$ cat src/rtl/dtc_pkg.sv
// Shared types and defaults for the decision-tree share controller.
// No logic: constants, FSM state enum and the requester-ID width helper.
package dtc_pkg;

   localparam int IN_W_DEF  = 12;
   localparam int OUT_W_DEF = 3;

   typedef enum logic [1:0] {
      IDLE = 2'd0,
      EVAL = 2'd1,
      RESP = 2'd2
   } dtc_state_e;

   // Never narrower than one bit, so a single-requester build still elaborates.
   function automatic int id_w(input int n);
      return (n > 1) ? $clog2(n) : 1;
   endfunction

endpackage

$ cat src/rtl/dtc_rr_arb.sv
// Round-robin select: purely combinational, zero latency, no backpressure of its own.
// Picks the first valid requester at or after ptr, wrapping modulo N_REQ.
module dtc_rr_arb
   import dtc_pkg::*;
#(
   parameter  int N_REQ = 4,
   localparam int ID_W  = id_w(N_REQ)
) (
   input  logic [N_REQ-1:0] req_valid,
   input  logic [ID_W-1:0]  ptr,
   output logic [N_REQ-1:0] grant,
   output logic [ID_W-1:0]  grant_idx,
   output logic             grant_any
);

   logic [ID_W-1:0] j;

   always_comb begin
      grant     = '0;
      grant_idx = '0;
      grant_any = 1'b0;
      j         = '0;
      for (int k = 0; k < N_REQ; k++) begin
         j = ID_W'((int'(ptr) + k) % N_REQ);
         if (!grant_any && req_valid[j]) begin
            grant_any = 1'b1;
            grant[j]  = 1'b1;
            grant_idx = j;
         end
      end
   end

endmodule

$ cat src/rtl/dtc_share_ctrl.sv
// Time-shares one external classifier among N_REQ requesters; accept->rsp_valid is 2 cycles.
// Holds the response until rsp_ready; no new request is granted outside IDLE.
module dtc_share_ctrl
   import dtc_pkg::*;
#(
   parameter  int N_REQ = 4,
   parameter  int IN_W  = IN_W_DEF,
   parameter  int OUT_W = OUT_W_DEF,
   parameter  int CNT_W = 16,
   localparam int ID_W  = id_w(N_REQ)
) (
   input  logic                    clk,
   input  logic                    rst_n,
   input  logic [N_REQ-1:0]        req_valid,
   input  logic [N_REQ*IN_W-1:0]   req_data,
   output logic [N_REQ-1:0]        req_ready,
   output logic [IN_W-1:0]         cls_inp,
   input  logic [OUT_W-1:0]        cls_outp,
   output logic                    rsp_valid,
   input  logic                    rsp_ready,
   output logic [OUT_W-1:0]        rsp_class,
   output logic [ID_W-1:0]         rsp_id,
   output logic [CNT_W-1:0]        done_cnt,
   output logic                    busy
);

   dtc_state_e       state_q, state_d;
   logic [ID_W-1:0]  ptr_q;
   logic [N_REQ-1:0] gnt;
   logic [ID_W-1:0]  gnt_idx;
   logic             gnt_any;
   logic             accept;
   logic             rsp_hs;

   dtc_rr_arb #(.N_REQ(N_REQ)) u_arb (
      .req_valid (req_valid),
      .ptr       (ptr_q),
      .grant     (gnt),
      .grant_idx (gnt_idx),
      .grant_any (gnt_any)
   );

   always_ff @(posedge clk or negedge rst_n) begin
      if (!rst_n) state_q <= IDLE;
      else        state_q <= state_d;
   end

   always_comb begin
      state_d   = state_q;
      req_ready = '0;
      rsp_valid = 1'b0;
      busy      = 1'b1;
      accept    = 1'b0;
      rsp_hs    = 1'b0;
      case (state_q)
         IDLE: begin
            busy      = 1'b0;
            req_ready = gnt;
            if (gnt_any) begin
               accept  = 1'b1;
               state_d = EVAL;
            end
         end
         EVAL: state_d = RESP;
         RESP: begin
            rsp_valid = 1'b1;
            if (rsp_ready) begin
               rsp_hs  = 1'b1;
               state_d = IDLE;
            end
         end
         default: state_d = IDLE;
      endcase
   end

   // cls_inp only changes on acceptance, so the tree input is stable through EVAL and beyond.
   always_ff @(posedge clk or negedge rst_n) begin
      if (!rst_n) begin
         cls_inp   <= '0;
         rsp_class <= '0;
         rsp_id    <= '0;
         ptr_q     <= '0;
         done_cnt  <= '0;
      end else begin
         if (accept) begin
            cls_inp <= req_data[int'(gnt_idx)*IN_W +: IN_W];
            rsp_id  <= gnt_idx;
            ptr_q   <= (gnt_idx == ID_W'(N_REQ-1)) ? '0 : gnt_idx + 1'b1;
         end
         if (state_q == EVAL) rsp_class <= cls_outp;
         if (rsp_hs && (done_cnt != '1)) done_cnt <= done_cnt + 1'b1;
      end
   end

endmodule

$ cat config.mk
export PLATFORM = sky130hd
export DESIGN_NAME = dtc_share_ctrl
export DESIGN_NICKNAME = d
export VERILOG_FILES = /design/src/rtl/dtc_pkg.sv /design/src/rtl/dtc_rr_arb.sv /design/src/rtl/dtc_share_ctrl.sv
export SDC_FILE = /design/constraint.sdc
export NUM_CORES = 1
export LEC_CHECK = 0
export CAP_MARGIN = 30
export CORE_ASPECT_RATIO = 0.9
export CORE_MARGIN = 2
export CORE_UTILIZATION = 42
export CTS_BUF_LIST = sky130_fd_sc_hd__clkbuf_16
export DETAILED_ROUTE_END_ITERATION = 16
export MAX_ROUTING_LAYER = met4
export PLACE_DENSITY = 0.76
export REMOVE_ABC_BUFFERS = 1
export SYNTH_ARGS = -nofsm -noshare
export SYNTH_HDL_FRONTEND = slang
export SYNTH_SLANG_ARGS = --single-unit
$ cat constraint.sdc
create_clock -name clk -period 3.6 [get_ports clk]
set_input_delay 0.72 -clock clk [delete_from_list [all_inputs] [get_ports clk]]
set_output_delay 0.72 -clock clk [all_outputs]
set_load 0.02 [all_outputs]
-- Word level (Yosys, flattened, before mapping)
Cells that the tools add are included.
Widths: inputs -> output; s select.
- shifts and indexed selects: 1
- $lt $le $gt $ge: 8
- equal/unequal tests: 6
- multiplexer cells: 39
- add/subtract/negate cells: 5
- multiply operators: 1
- bitwise operators: 3
- reductions and logical operators: 13
- operators with widths (operator ; count):
    $shiftx 48x7->12 ; 1
    $mux 4 ; 5
    $mux 1 ; 18
    $add 16x1->16 const B ; 1
    $ne 16x16->1 const B ; 1
    $mux 2 ; 7
    $lt 2x3->1 const B ; 4
    $or 4x4->4 ; 3
    $bmux 1 s2 ; 4
    $demux 1 s2 ; 4
    $ge 2x1->1 const B ; 4
    $logic_and 1x1->1 ; 8
    $pmux 2 s3 ; 1
    $add 2x1->2 const B ; 2
    $add 2x2->2 const B ; 2
    $eq 2x2->1 const B ; 2
    $mul 2x2->4 const B ; 1
    $ne 2x2->1 const B ; 2
    $logic_not 1->1 ; 3
    $eq 2x1->1 const B ; 1
    $logic_not 2->1 ; 1
    $reduce_and 2->1 ; 1
- logic and storage cells: 82
- output and inout bits: 39
- flip-flop bits (word level): 37
- input bits: 58

-- Depth between registers and ports, before layout
Gate-level depths: netlist of the first run.
- depth in word-level cells: 14
- depth in mapped cells: 13
- depth with buffers taken out: 8

-- By module
From an unflattened synthesis of the first run, not the netlist that was laid out.
- cell total of the unflattened synthesis: 220
- area, all modules: 2319.7 um^2
- modules (own cells, without submodules) (module ; cells an instance ; area an instance (um^2) ; instances ; sequential area each (um^2)):
    dtc_share_ctrl ; 175 ; 1900.6 ; 1 ; 925.9
    dtc_rr_arb ; 45 ; 419.2 ; 1 ; 0.0

-- Worst setup path after synthesis of the first run
OpenSTA, ideal clock, no wires.
- kind: reg-to-output
- start point: register ptr_q[0]
- end point: output port req_ready[0]
- slack: 0.108 ns
- stages on the path, launching flop included: 13
- data arrival time: 2.772 ns
- cells stage by stage: dfrtp_1 > buf_6 > inv_1 > clkbuf_1 > ha_1 > buf_4 > mux4_2 > nor2b_1 > buf_4 > a22oi_1 > nor2_1 > a221oi_1 > nor2_1
- word-level cells in the longest chain between the ends: 13
- elaborated cells between the ends (all ways): 48
- classes of those cells: 3 x add/sub; 8 x order compare; 24 x mux; 3 x bitwise; 10 x reduce/logical
- ends and longest elaborated chain (what ; line ; text):
    from (decl) ; dtc_share_ctrl.sv:28 ; logic [ID_W-1:0] ptr_q;
    from (signal assigned) ; dtc_share_ctrl.sv:88 ; ptr_q <= (gnt_idx == ID_W'(N_REQ-1)) ? '0 : gnt_idx + 1'b1;
    branches (longest 11 deep; another with $lt 2x3->1) ; - ;
    $mux 4 * ; dtc_rr_arb.sv:25 ; if (!grant_any && req_valid[j]) begin
    $mux 4 * ; dtc_share_ctrl.sv:55 ; case (state_q)
    to (decl) ; dtc_share_ctrl.sv:16 ; output logic [N_REQ-1:0] req_ready,
Mark *: on every way between the ends. The select of a mux whose other input is x is not followed.

-- Final worst setup path of the first run
- start point: input port req_valid[1]
- end point: output port req_ready[0]
- word-level cells in the longest chain between the ends: 13
- elaborated cells between the ends (all ways): 25
- classes of those cells: 16 x mux; 3 x bitwise; 6 x reduce/logical
- ends and longest elaborated chain (what ; line ; text):
    from (decl) ; dtc_share_ctrl.sv:14 ; input logic [N_REQ-1:0] req_valid,
    $bmux 1 s2 ; dtc_rr_arb.sv:25 ;
    $mux 1 (not written as such) ; dtc_rr_arb.sv:25 ;
    $mux 1 ; dtc_rr_arb.sv:25 ;
    $logic_not 1->1 ; dtc_rr_arb.sv:25 ;
    $logic_and 1x1->1 ; dtc_rr_arb.sv:25 ;
    $mux 1 ; dtc_rr_arb.sv:25 ;
    $logic_not 1->1 ; dtc_rr_arb.sv:25 ;
    $logic_and 1x1->1 ; dtc_rr_arb.sv:25 ;
    $mux 1 ; dtc_rr_arb.sv:25 ;
    $logic_not 1->1 ; dtc_rr_arb.sv:25 ;
    $logic_and 1x1->1 ; dtc_rr_arb.sv:25 ;
    $mux 4 * ; dtc_rr_arb.sv:25 ;
    $mux 4 * ; dtc_share_ctrl.sv:55 ;
Every way passes the cells marked *; elsewhere a longest branch is shown, timed or not. The select of a mux whose other input is x is not followed.

==> results.yml, run 1 <==
layout:
  finalNetCount: 455
  final_area_mm2: 0.003991
  fill_cells: 509
  synthToLayoutAreaGrowth_pct: 47.75
  antenna_cells: 0
  layout_commonest_cell: "clkdlybuf4s50_1"
  final_layout_size_suffix_gt1_frac: 0.1645
  most-common-layout-cells: "91 x clkdlybuf4s50_1, 37 x dfrtp_1, 28 x nor2_1"
synth:
  ys_async_sr_fraction: 1.000
  synth_area_leaders: "dfrtp_1 34%, mux2_2 8.8%, mux2i_1 5.2%, a22oi_1 4.4%, ha_1 4.2%"
  ys_warn_count: 0
  synth_enable_flop_cells: 0
  netlist_area_mm2: 0.002701
  synth_seq_area_share: 0.3428
  netlist-cell-type-count: 46
  postSynthCellCount: 280
  synth_flop_cell: "dfrtp_1"
  synth.top_cell.area_share: 0.3428
  syn_area_per_cell_um2: 9.648
  ys_ff_latch: 37
  yosys.area.top_type: "dfrtp_1"
cts:
  post_cts_buffers: 0
  clock_sinks: 37
  clk_latency_ns: 0.27
  clockRootBuffer: "clkbuf_16"
  path_clk_slew_ns: 0.05
  htreeDepth: 2
  holdBufCountCts: 0
  cts_buffers: 5
  ctsLongestPathBuffers: 2
  ctsResizeCount: 5
  cts_tree: "built"
die:
  ios: 97
  die_h_um: 80.08
  start_util: 0.4370
  die_width_um: 88.54
  die_area_mm2: 0.007090
  core-area_mm2: 0.006182
  rows: 27
timing:
  hold_violations: 0
  finalCriticalPeriod_ns: 3.465
  grt_setup_unrepaired: "no"
  slew_headroom: 0.3752
  fmax_mhz: 288.6
  holdWs_ns: 0.4918
  period_share: 0.9625
  tightestPinTransition_ns: 0.9349
  setup_viol: 0
  maxSlewViolCount: 0
  fin_skew_ns: 0.003555
grt:
  grt_pass1_vias: 2494
  grt_use_met1: 0.2805
  grt_pass1_wl_mm: 11.67
  use_met3: 0.04317
  grt_use_met2: 0.3429
  grt_antenna_before_repair: 0
  gr-total-overflow: 0
  grt_max_degree: 38
  groute.usage.overall: 0.2129
  top_usage_layer: "met2"
setup_path:
  max_stage_delay_ns: 0.50
  required_ns: 2.88
  crit_type: "in -> out"
  critPathMaxFanout: 8
  r2r-end: "cls_inp[3]"
  crit_slowest_cell: "mux4_2"
  end_kind: "output port"
  cp_cell_sequence: "clkdlybuf4s50_1 -> mux4_2 -> buf_4 -> a22oi_1 -> nor2_1 -> a221oi_1 -> nor2_1 -> dlygate4sd2_1"
  crit_family: "buffers and inverters"
  r2r-start: "ptr_q[1]"
  arrival_ns: 2.74
  cp_num_buf_inv: 3
  rrSetupSlack_ns: 0.62
  worst_setup_path_start_kind: "input port"
  reg2reg_depth: 9
  crit_top_cell: "nor2_1"
detailed_routing:
  drc: 0
  drt-initial-drc-count: 105
  wl_per_cell_um: 15.15
  vias: 2574
  routed_wl_mm: 7.211
  via_per_inst: 5.408
  antenna_left: 0
  drtPass1Iterations: 4
power_and_ir_drop:
  total_power_mw: 3.349
  sw_frac_of_total: 0.4220
  p_per_area_mw_per_mm2: 839.0
  p_comb_frac: 0.659
  p_switching_mw: 1.413
  vdd_drop_max_mv: 0.3698
  p_seq_frac: 0.197
  cellLeakagePower_nw: 1.675
  p_int_mw: 1.936
  p_clk_frac: 0.144
run_status:
  status: "complete, no violations"
place:
  dpl_cell_area_mm2: 0.003827
  dpl.hpwl_mm: 5.477
  place_congestion: 0.8486
  port_buffers: 96
min_path:
  whs_endpoint: "cls_inp[3]"
  min-delay-start: "cls_inp[3]"
  hold_class: "reg -> reg"
  hold_depth: 2
flow_run:
  maxCapViolCount: 0
-- cell families after synthesis --
| kind of cell | count (synthesis) | share of synthesized area |
|---|---|---|
| AND/OR/NAND/NOR | 87 | 0.1524 |
| AO/OA/AOI/OAI | 67 | 0.1834 |
| multiplexers | 41 | 0.1825 |
| flip-flops | 37 | 0.3428 |
| buffers and inverters | 23 | 0.04539 |
| XOR/XNOR | 16 | 0.05188 |
| adder cells (fa/ha/maj) | 9 | 0.04169 |
-- worst max-delay path by stage --
stage | slack, ns | cells after the start | end | from
floorplan | -0.43 | 8 | req_ready[0] | ptr_q[0]
global placement | 0.004 | 8 | req_ready[2] | req_valid[1]
detailed placement | -0.13 | 8 | req_ready[0] | req_valid[2]
CTS | 0.15 | 8 | req_ready[0] | req_valid[2]
global route | 0.04 | 10 | req_ready[1] | req_valid[3]
finish | 0.14 | 8 | req_ready[0] | req_valid[1]
-- worst min-delay path, delay by kind of cell (launching register included) --
family / cells / cell delay, ns
flops: 1 / 0.34
compound gates: 1 / 0.07
simple gates: 1 / 0.05
-- layout make-up --
class                      instances  area, um^2  area share
multi-input combinational        220        1655      0.4147
timing repair buffer             117        1109      0.2777
sequential                        37       925.9      0.2320
clock buffer                       5       125.1     0.03135
tap                               87       108.9     0.02727
clock inverter                     3       41.29     0.01034
inverter                           7       26.28    0.006583
-- synth_stat cells (2+ instances only) --
| master | instances |
|---|---|
| mux2i_1 | 14 |
| o22ai_1 | 3 |
| o31a_1 | 2 |
| nor2b_1 | 2 |
| a21oi_1 | 7 |
| buf_6 | 3 |
| ha_1 | 9 |
| a31oi_1 | 2 |
| xnor2_1 | 9 |
| or2_2 | 2 |
| buf_4 | 2 |
| a211oi_1 | 5 |
| o21ai_0 | 8 |
| nand2b_1 | 6 |
| nand4_1 | 5 |
| xor2_1 | 7 |
| o211ai_1 | 9 |
| a221oi_1 | 4 |
| nand3_1 | 8 |
| a21o_1 | 2 |
| nor3_1 | 2 |
| a22oi_1 | 16 |
| nand2_1 | 27 |
| o32a_1 | 2 |
| inv_1 | 7 |
| buf_2 | 5 |
| dfrtp_1 | 37 |
| nor3_2 | 2 |
| mux4_2 | 4 |
| nor2_1 | 28 |
| mux2_2 | 21 |
| clkbuf_1 | 6 |
-- metrics by stage --
| step | TNS, ns | util | worst slack, ns | cells |
|---|---|---|---|---|
| finish | 0 | 0.6456 | 0.1351 | 476 |
| floorplan | -3.284 | - | -0.4301 | 264 |
| detailed placement | -0.4210 | 0.6191 | -0.1258 | 468 |
| CTS | 0 | 0.6456 | 0.1483 | 476 |
| global placement | 0 | 0.6191 | 0.004345 | 468 |
| global route | 0 | 0.6456 | 0.03661 | 476 |
-- power groups by stage --
stage	registers (mW)	logic, mW	clock network (mW)
after global placement	0.660	2.17	0
after global routing	0.677	2.40	0.506
after floorplan	0.840	1.21	0
after detailed placement	0.663	2.22	0
final	0.660	2.21	0.483
after CTS	0.661	2.21	0.492
-- sequential cells by signal (all words and copies together) (netlist names) --
register and count:
cls_inp 12, done_cnt 16, ptr_q 2, rsp_class 3
rsp_id 2, state_q 2
-- metal layers --
| layer | vias to the layer above | wire length [um] |
|---|---|---|
| met3 | 4 | 388 |
| met5 | - | 0 |
| met2 | 83 | 3470 |
| met4 | 0 | 48 |
| li1 | 1242 | - |
| met1 | 1245 | 3303 |
No activity file was read; power rests on OpenSTA's default activity.
==> inputs of run 2 (changes only) <==
--- a/config.mk
+++ b/config.mk
@@ -13,7 +13,6 @@
 export DETAILED_ROUTE_END_ITERATION = 16
 export MAX_ROUTING_LAYER = met4
 export PLACE_DENSITY = 0.76
-export REMOVE_ABC_BUFFERS = 1
 export SYNTH_ARGS = -nofsm -noshare
 export SYNTH_HDL_FRONTEND = slang
 export SYNTH_SLANG_ARGS = --single-unit
==> results.yml, run 2 (same netlist as run 1, synthesis figures left out) <==
layout:
  utilization: 0.6499
  largest_reg_flops: 16
  layout_commonest_cell: "clkdlybuf4s50_1"
  stdcell_count: 475
  max_flop_register: "done_cnt"
  fill_cells: 514
  multiInputGateArea_mm2: 0.001662
  synthToLayoutAreaGrowth_pct: 48.73
  reg_top3: "done_cnt x16, cls_inp x12, rsp_class x3"
  seq_area_um2: 925.9
  finalNetCount: 454
  most-common-layout-cells: "91 x clkdlybuf4s50_1, 37 x dfrtp_1, 28 x nor2_1"
  final_layout_size_suffix_gt1_frac: 0.1675
  antenna_cells: 0
min_path:
  hold_depth: 1
  hold_class: "reg -> reg"
grt:
  groute.usage.overall: 0.2086
  grt_pass1_vias: 2399
  grt_pass1_wl_mm: 11.34
  grt_max_degree: 38
  grt_antenna_before_repair: 0
  gr-total-overflow: 0
cts:
  post_cts_buffers: 0
  path_clk_slew_ns: 0.06
  holdBufCountCts: 0
  clockRootBuffer: "clkbuf_16"
  htreeDepth: 2
  cts_buffers: 5
  clk_latency_ns: 0.28
  cts_tree: "built"
  ctsLongestPathBuffers: 2
  clock_sinks: 37
power_and_ir_drop:
  cellLeakagePower_nw: 1.690
  vdd_drop_max_mv: 0.4003
  p_per_area_mw_per_mm2: 857.3
detailed_routing:
  antenna_left: 0
  vias: 2519
  drt-initial-drc-count: 116
  drtPass1Iterations: 4
  wl_per_cell_um: 15.02
  drc: 0
  routed_wl_mm: 7.135
  via_per_inst: 5.303
run_status:
  status: "complete, no violations"
die:
  die_width_um: 88.54
  start_util: 0.4370
  die_area_mm2: 0.007090
  rows: 27
  ios: 97
  die_h_um: 80.08
  core-area_mm2: 0.006182
synth:
  syn_nets: 347
setup_path:
  arrival_ns: 2.74
  reg2reg_depth: 9
  worst_setup_path_start_kind: "input port"
  end_kind: "output port"
  critPathMaxFanout: 6
  required_ns: 2.88
  crit_type: "in -> out"
timing:
  maxSlewViolCount: 0
  fmax_mhz: 289.3
  grt_setup_unrepaired: "no"
  tightestPinTransition_ns: 0.8832
  period_share: 0.9601
  slew_headroom: 0.4098
  fin_skew_ns: 0.004562
  setup_viol: 0
  finalCriticalPeriod_ns: 3.456
  hold_violations: 0
place:
  dpl.cell_count: 467
  port_buffers: 96
  dpl.hpwl_mm: 5.495
  place_congestion: 0.7829
flow_run:
  maxCapViolCount: 0
==> run 2: worst max-delay path: stages <==
cell	delay, ns
clkdlybuf4s50_1	0.51
buf_4	0.15
and3b_1	0.18
a21oi_1	0.13
o31a_1	0.14
o21ai_0	0.08
buf_4	0.16
a221oi_1	0.30
nor2_1	0.06
dlygate4sd2_1	0.32
==> run 2: through the flow <==
step                      power, mW  setup slack (ns)  hold slack [ns]  area, um^2  TNS, ns
after global placement        2.825          -0.02977           0.4656        3820  -0.1130
after global routing          3.682          0.001788           0.5075        4018        0
after CTS                     3.454            0.1228           0.4917        4011        0
after detailed placement      2.879           -0.1226           0.4809        3820  -0.4548
final                         3.444            0.1438           0.4847        4018        0
after floorplan               2.160            0.1078           0.4244        2701        0
==> run 2: repair_timing <==
item,4_1_cts,5_1_grt
resized for setup,5,1
endpoints found under the hold margin,0,0
endpoints found under the setup margin,4,1
==> run 2: final cells by class <==
class,instances,share of cell area
Inverter,7,0.006540
Clock buffer,5,0.03114
Sequential cell,37,0.2305
Multi-Input combinational cell,220,0.4136
Tap cell,87,0.02709
Timing Repair Buffer,116,0.2741
Clock inverter,3,0.01713
==> run 2: worst paths after layout <==
check	end	slack, ns	start
worst max-delay path	req_ready[3]	0.14	req_valid[3]
worst min register to register	done_cnt[9]	0.48	done_cnt[9]
worst max register to register	cls_inp[6]	0.57	ptr_q[1]
worst min-delay path	done_cnt[9]	0.48	done_cnt[9]
min in group asynchronous	done_cnt[14]	0.54	rst_n
max in group asynchronous	rsp_id[0]	2.54	rst_n
==> run 2: power breakdown <==
part / leakage [nW] / switching, mW / internal, mW / total (mW)
Sequential: 0.453 / 0.0906 / 0.566 / 0.657
Clock: 0.0944 / 0.182 / 0.399 / 0.581
Combinational: 1.14 / 1.16 / 1.05 / 2.21
Total: 1.69 / 1.43 / 2.01 / 3.44
==> run 2: per-layer routing <==
metal,track usage,wire length (um)
met5,-,0
met4,0.05152,59
met3,0.04214,393
met2,0.3383,3558
met1,0.2685,3123
==> inputs of run 3 (changes only) <==
==> constraint.sdc (replaced) <==
create_clock -name clk -period 3.7 [get_ports clk]
set_input_delay 0.74 -clock clk [delete_from_list [all_inputs] [get_ports clk]]
set_output_delay 0.74 -clock clk [all_outputs]
set_load 0.02 [all_outputs]
==> results.yml, run 3 (same netlist as run 1, synthesis figures left out) <==
grt:
  grt_pass1_wl_mm: 11.50
  top_usage_layer: "met2"
  grt_use_met1: 0.2695
  groute.usage.overall: 0.2109
  gr-total-overflow: 0
  use_met3: 0.04317
  grt_antenna_before_repair: 0
  grt_pass1_vias: 2436
  grt_use_met2: 0.3481
  grt_max_degree: 38
layout:
  utilization: 0.6371
  largest_reg_flops: 16
  antenna_cells: 0
  final_area_mm2: 0.003939
  most-common-layout-cells: "91 x clkdlybuf4s50_1, 37 x dfrtp_1, 28 x nor2_1"
  max_flop_register: "done_cnt"
  layout_commonest_cell: "clkdlybuf4s50_1"
  finalNetCount: 452
  reg_top3: "done_cnt x16, cls_inp x12, rsp_class x3"
  final_layout_size_suffix_gt1_frac: 0.1558
  synthToLayoutAreaGrowth_pct: 45.81
setup_path:
  end_kind: "output port"
  worst_setup_path_start_kind: "input port"
  required_ns: 2.96
  crit_type: "in -> out"
  critPathMaxFanout: 8
  arrival_ns: 2.79
timing:
  setup_viol: 0
  finalCriticalPeriod_ns: 3.531
  grt_setup_unrepaired: "no"
  fin_skew_ns: 0.004868
  hold_violations: 0
  maxSlewViolCount: 0
  slew_headroom: 0.4053
  fmax_mhz: 283.2
  period_share: 0.9542
  tightestPinTransition_ns: 0.8900
  finalSetupTns_ns: 0
place:
  dpl_cell_area_mm2: 0.003805
  dpl.hpwl_mm: 5.491
  port_buffers: 96
  place_congestion: 0.7854
die:
  ios: 97
  start_util: 0.4370
  core-area_mm2: 0.006182
  rows: 27
  die_area_mm2: 0.007090
  die_h_um: 80.08
  die_width_um: 88.54
detailed_routing:
  drt-initial-drc-count: 78
  drc: 0
  via_per_inst: 5.468
  routed_wl_mm: 7.300
  vias: 2581
  wl_per_cell_um: 15.47
  drtPass1Iterations: 4
  antenna_left: 0
synth:
  syn_nets: 347
power_and_ir_drop:
  vdd_drop_max_mv: 0.4896
  p_per_area_mw_per_mm2: 801.6
  total_power_mw: 3.157
  cellLeakagePower_nw: 1.647
cts:
  clk_latency_ns: 0.27
  clockRootBuffer: "clkbuf_16"
  cts_tree: "built"
  clock_sinks: 37
  path_clk_slew_ns: 0.05
  ctsLongestPathBuffers: 2
  htreeDepth: 2
  holdBufCountCts: 0
  cts_buffers: 5
flow_run:
  maxCapViolCount: 0
run_status:
  status: "complete, no violations"
min_path:
  hold_class: "reg -> reg"
==> run 3: cell types whose count changed in the layout (fill, tap and decap cells not counted), sizes merged <==
cell,previous run,this run
clkinv,0,1
inv,8,7
bufinv,2,0
clkinvlp,0,1
buf,21,19
==> run 3: metal layers <==
metal  share of wire  up-vias
met4          0.0055        0
met3           0.049        2
met2            0.51       67
met5               0        -
met1            0.44     1274
li1                -     1238
==> run 3: timing repair <==
action | in CTS | in global routing
setup endpoints to repair | 4 | 0
gates resized for setup | 5 | 0
buffers inserted | 0 | 0
==> run 3: path summary, 6_finish.rpt <==
check                                  start      endpoint  slack (ns)  cells past startpoint
worst max-delay path            req_valid[2]  req_ready[0]        0.17                      8
worst min-delay path               rsp_id[1]     rsp_id[1]        0.48                      2
worst max register to register      ptr_q[1]    cls_inp[9]        0.73                      9
worst min register to register     rsp_id[1]     rsp_id[1]        0.48                      2
max in group asynchronous              rst_n      ptr_q[0]        2.60                      1
min in group asynchronous              rst_n   done_cnt[8]        0.57                      1
==> run 3: through the flow <==
step | instances | worst slack, ns | hold slack [ns]
global route | 472 | 0.02219 | 0.5098
CTS | 472 | 0.1683 | 0.4768
global placement | 465 | 0.03043 | 0.4642
finish | 472 | 0.1693 | 0.4761
detailed placement | 465 | -0.09696 | 0.4637
floorplan | 280 | 0.1878 | 0.4444
==> run 3: critical path, stage by stage <==
cell and delay (ns):
clkdlybuf4s50_1 0.49, mux4_2 0.53, buf_4 0.18, a22oi_1 0.20, nor2_1 0.06, a221oi_1 0.22, nor2_1 0.06, dlygate4sd2_1 0.33
==> run 3: layout make-up <==
| class | instances | area (um^2) |
|---|---|---|
| Inverter | 7 | 26.28 |
| Clock inverter | 2 | 11.26 |
| Fill cell | 536 | 2243 |
| Multi-Input combinational cell | 220 | 1655 |
| Tap cell | 87 | 108.9 |
| Timing Repair Buffer | 114 | 1086 |
| Clock buffer | 5 | 125.1 |
| Sequential cell | 37 | 925.9 |
==> run 3: power by group <==
group          switching (mW)  leakage (nW)  total [mW]  internal, mW
clock network           0.161        0.0633       0.404         0.243
registers              0.0880         0.453       0.639         0.551
logic                    1.12          1.13        2.11         0.999
total                    1.36          1.65        3.16          1.79
